==> src/rtl/vfat_sbit_rate_monitor.sv <==
// vfat_sbit_rate_monitor
// Per-VFAT S-bit activity counter. The aligned S-bit bus is reduced to a
// masked, registered OR per VFAT; active clocks are counted over a
// programmable gate window. The per-window totals are latched for
// slow-control readback through a registered, addressed read port.
module vfat_sbit_rate_monitor #(
    parameter int MXSBITS    = 64,
    parameter int NVFAT      = 24,
    parameter int CNT_WIDTH  = 24,
    parameter int GATE_WIDTH = 26
) (
    input  logic                       clock,
    input  logic                       reset_i,
    input  logic [MXSBITS*NVFAT-1:0]   sbits,
    input  logic [NVFAT-1:0]           sbit_mask,
    input  logic [GATE_WIDTH-1:0]      gate_len,
    input  logic                       cnt_reset,
    input  logic [4:0]                 rd_addr,
    output logic [CNT_WIDTH-1:0]       rd_data,
    output logic                       rate_valid,
    output logic                       window_strobe,
    output logic [NVFAT-1:0]           vfat_or
);

    localparam logic [CNT_WIDTH-1:0] CNT_MAX = '1;

    logic [NVFAT-1:0]      vfatOr_d, vfatOr_q;
    logic [GATE_WIDTH-1:0] wcnt_d, wcnt_q;
    logic [CNT_WIDTH-1:0]  live_d    [NVFAT];
    logic [CNT_WIDTH-1:0]  live_q    [NVFAT];
    logic [CNT_WIDTH-1:0]  latched_d [NVFAT];
    logic [CNT_WIDTH-1:0]  latched_q [NVFAT];
    logic                  rateValid_d, rateValid_q;
    logic                  strobe_d, strobe_q;
    logic [CNT_WIDTH-1:0]  rdData_d, rdData_q;
    logic                  term;

    // Counters stick at all-ones instead of wrapping, so an overflowing
    // window still reads as "at least this many".
    function automatic logic [CNT_WIDTH-1:0] satInc(
        input logic [CNT_WIDTH-1:0] val,
        input logic                 hit
    );
        logic [CNT_WIDTH-1:0] res;
        res = val;
        if (hit && (val != CNT_MAX)) begin
            res = val + 1'b1;
        end
        return res;
    endfunction

    // Using >= lets a gate_len shortened mid-window close on the next clock
    // rather than waiting for the window counter to wrap.
    assign term = (wcnt_q >= gate_len);

    // Masked OR-reduction of each VFAT's S-bit slice.
    always_comb begin
        vfatOr_d = '0;
        for (int v = 0; v < NVFAT; v++) begin
            vfatOr_d[v] = (|sbits[v*MXSBITS +: MXSBITS]) & ~sbit_mask[v];
        end
    end

    // Window sequencing and live/latched counters; cnt_reset overrides a
    // closing window so no strobe escapes during a clear.
    always_comb begin
        wcnt_d      = wcnt_q + 1'b1;
        rateValid_d = rateValid_q;
        strobe_d    = 1'b0;
        live_d      = live_q;
        latched_d   = latched_q;
        if (cnt_reset) begin
            wcnt_d      = '0;
            rateValid_d = 1'b0;
            for (int v = 0; v < NVFAT; v++) begin
                live_d[v]    = '0;
                latched_d[v] = '0;
            end
        end else if (term) begin
            wcnt_d      = '0;
            rateValid_d = 1'b1;
            strobe_d    = 1'b1;
            for (int v = 0; v < NVFAT; v++) begin
                latched_d[v] = satInc(live_q[v], vfatOr_q[v]);
                live_d[v]    = '0;
            end
        end else begin
            for (int v = 0; v < NVFAT; v++) begin
                live_d[v] = satInc(live_q[v], vfatOr_q[v]);
            end
        end
    end

    // Read mux; addresses past the last VFAT read back as zero.
    always_comb begin
        rdData_d = '0;
        if (32'(rd_addr) < 32'(NVFAT)) begin
            rdData_d = latched_q[rd_addr];
        end
    end

    // State registers, all cleared asynchronously by reset_i.
    always_ff @(posedge clock or posedge reset_i) begin
        if (reset_i) begin
            vfatOr_q    <= '0;
            wcnt_q      <= '0;
            rateValid_q <= 1'b0;
            strobe_q    <= 1'b0;
            rdData_q    <= '0;
            for (int v = 0; v < NVFAT; v++) begin
                live_q[v]    <= '0;
                latched_q[v] <= '0;
            end
        end else begin
            vfatOr_q    <= vfatOr_d;
            wcnt_q      <= wcnt_d;
            rateValid_q <= rateValid_d;
            strobe_q    <= strobe_d;
            rdData_q    <= rdData_d;
            live_q      <= live_d;
            latched_q   <= latched_d;
        end
    end

    assign vfat_or       = vfatOr_q;
    assign rate_valid    = rateValid_q;
    assign window_strobe = strobe_q;
    assign rd_data       = rdData_q;

endmodule

==> config.mk <==
export PLATFORM = sky130hd
export DESIGN_NAME = vfat_sbit_rate_monitor
export DESIGN_NICKNAME = d
export VERILOG_FILES = /design/src/rtl/vfat_sbit_rate_monitor.sv
export SDC_FILE = /design/constraint.sdc
export NUM_CORES = 2
export LEC_CHECK = 0
export BUFFER_PORTS_ARGS = -buffer_cell sky130_fd_sc_hd__clkbuf_2
export CORE_AREA = 3 3 640 642
export DETAILED_ROUTE_END_ITERATION = 12
export DIE_AREA = 0 0 643 645
export HOLD_SLACK_MARGIN = 0.02
export PLACE_DENSITY = 0.39
export SLEW_MARGIN = 20
export SYNTH_ARGS = -nofsm -noshare
export SYNTH_HDL_FRONTEND = slang
export SYNTH_SLANG_ARGS = --single-unit
export TNS_END_PERCENT = 100
==> constraint.sdc <==
create_clock -name clock -period 102.9 [get_ports clock]
set_input_delay 5.145 -clock clock [delete_from_list [all_inputs] [get_ports clock]]
set_output_delay 5.145 -clock clock [all_outputs]
set_load 0.02 [all_outputs]
==> reports/metrics.yaml <==
status: "complete, no violations"
relSlewSlack_pct: 23.0
p_sw_w: 0.000296
numCtsBuffers: 164
r2r_start: "wcnt_q[23]"
min_period_over_period_pct: 9.70
die_x_um: 643
die_h_um: 645
min_period_ns: 9.98
finalHoldViolCount: 0
postCtsHoldBufs: 0
drc: 0
critPathLaunchType: "primary input"
syn-num-nets: 7794
cp-startpoint: "gate_len[25]"
p_sw_share_pct: 25.4
drv_cap: 0
grt_max_degree: 173
place.gp.congestion: 0.957
cp_data_required_time_ns: 103.66
worstHoldPathType: "flip-flop to flip-flop"
synth_cell_types: 84
dp_worst_setup_slack_ns: 92.06
first_pass_iters: 5
dp_hpwl_mm: 221
grt_pass1_wl_mm: 422
wl_mm: 295
synth-edff-count: 0
pwr_density_cell_nw_per_um2: 14.1
grt_overflow: 0
synthTopCellsByCount: "dfrtp_1, nor2_1, nor3_1, nor4_1, a211oi_1"
max_freq_mhz: 100
seq_power_share_pct: 42.0
clk_latency_ns: 0.88
synth.avg_cell_area_um2: 10.3
io_pins: 1644
power.leakage_nw: 34.1
slew_viol_final: 0
worst_clock_skew_ns: 0.0410
postCtsSetupBuffers: 0
clockPowerShare_pct: 51.2
synth.cell_area_um2: 63200
area_growth_pct: 30.9
grt.total_usage_pct: 13.6
yosys_warnings: 0
drive_above_1_share_pct: 28.3
cts_tree: "built"
worstMarginPinSlew_ns: 1.14
post_drt_wl_per_cell_um: 22.3
crit_arrival_ns: 10.74
cts_sinks: 1228
ctsResizeCount: 0
async_flop_share_pct: 100
portBuffers: 1643
core_um2: 405000
ys_seq_elements: 1228
synth_flop_cell: "dfrtp_1"
start_util_pct: 15.6
synth_most_common_cell: "dfrtp_1"
nets: 9293
ant_nets: 0
grt_pass1_vias: 58800
cts_max_level: 4
crit_type: "primary input to flip-flop"
ir_worst_vdd_mv: 0.0111
setup_slack_ns: 92.92
cp_max_fo: 81
cts-root-buf: "clkbuf_16"
synth_top_area_share_pct: 48.6
rsz0062_at_grt: "no"
clk_pin_slew_worst_paths_ns: 0.06
dieArea_um2: 415000
hold_path.startpoint: "latched_q[159]"
viasPerCell: 4.35
vias: 57500
seq_area_frac_synth_pct: 48.6
comb_power_share_pct: 6.8
rows: 234
finalSetupViolCount: 0
synthTopCellsByArea: "dfrtp_1, mux4_2, a211oi_1"
setup_tns_ns: 0
synth_area_leader_cell: "dfrtp_1"
antenna_found_initial: 60
power.internal_w: 0.000870
synthesis.instances: 6149
drt_iter0_markers: 3777
cp-end-kind: "flip-flop"
clockBufferDepth: 4
-- critical path, stage by stage --
cell      delay [ns]
clkbuf_2        0.08
inv_1           0.05
ha_1            0.32
nand4_2         0.30
or2_0           0.34
or3_1           0.45
o22a_4          0.38
nand3_4         0.60
buf_4           0.85
buf_4           0.73
buf_4           0.80
mux2_2          0.42
-- area by class of cell --
class / instances / area, um^2
antenna: 27 / 67.6
clock buffer: 233 / 4750
clock inverter: 55 / 733
fill: 44600 / 323000
inverter: 117 / 448
multi-input combinational: 4423 / 30300
sequential: 1228 / 30700
tap: 5428 / 6790
timing repair buffer: 1714 / 8880
-- metrics by stage --
step | hold slack [ns] | power, W | util, % | cells | area (um^2)
floorplan | 0.451 | 0.000529 | - | 6149 | 63200
global placement | 0.468 | 0.000580 | 19.0 | 12900 | 77100
detailed placement | 0.471 | 0.000580 | 19.0 | 12900 | 77100
CTS | 0.484 | 0.00119 | 20.4 | 13200 | 82600
global route | 0.494 | 0.00121 | 20.4 | 13200 | 82700
finish | 0.488 | 0.00117 | 20.4 | 13200 | 82700
-- power groups by stage --
| stage | clock network, W | logic (W) | registers (W) |
|---|---|---|---|
| after global routing | 0.000636 | 0.0000881 | 0.000490 |
| after floorplan | 0 | 0.0000305 | 0.000499 |
| after CTS | 0.000619 | 0.0000819 | 0.000490 |
| after detailed placement | 0 | 0.0000815 | 0.000499 |
| final | 0.000596 | 0.0000796 | 0.000490 |
| after global placement | 0 | 0.0000812 | 0.000499 |
-- per-layer routing --
metal	global-route usage, %	part of all wire (%)	up-vias
met4	4.14	3.1	34
met1	18.1	45	29200
met2	22.2	47	1724
li1	-	-	26200
met3	2.57	5.4	355
met5	0	0.080	-
-- registers in the layout, indices dropped and copies added, names as in the netlist --
register,cells
latched_q,576
live_q,576
rate_valid,1
rd_data,24
vfat_or,24
wcnt_q,26
window_strobe,1
-- path summary, 6_finish.rpt --
check | to | slack, ns | cells past startpoint
worst max-delay path | latched_q[291] | 92.92 | 12
worst min-delay path | latched_q[159] | 0.49 | 1
worst max register to register | latched_q[291] | 96.90 | 10
worst min register to register | latched_q[159] | 0.49 | 1
max in group asynchronous | live_q[242] | 94.68 | 6
min in group asynchronous | vfat_or[4] | 4.32 | 2
-- layout by cell type, fill, tap and decap left out, types with 32 or more instances in the layout --
cell type	Yosys	layout
xnor2_1	317	317
and4_1	81	81
a21oi_1	60	60
nor3_1	559	559
mux4_2	168	168
clkbuf_1	132	34
clkbuf_2	0	1639
nand4_1	310	310
dfrtp_1	1228	1228
clkbuf_8	0	32
nand2_1	218	217
o31ai_1	52	52
o2bb2ai_1	74	74
inv_1	116	115
and3_1	98	97
ha_1	51	51
mux2i_1	51	51
nor4_1	470	468
nand3_1	223	221
a211oi_1	445	445
xor2_1	221	221
nor2_1	757	757
buf_4	33	64
clkbuf_16	0	167
-- cells by family (layout without fill, tap and decap cells) --
group	after synthesis	count (layout)	synth area share, %
adder cells (fa/ha/maj)	51	51	1.01
other	0	27	0
AND/OR/NAND/NOR	2824	2824	23.1
multiplexers	222	222	6.85
flip-flops	1228	1228	48.6
AO/OA/AOI/OAI	788	788	9.36
XOR/XNOR	538	538	7.46
buffers and inverters	498	2119	3.57
No activity file was read; power rests on OpenSTA's default activity.
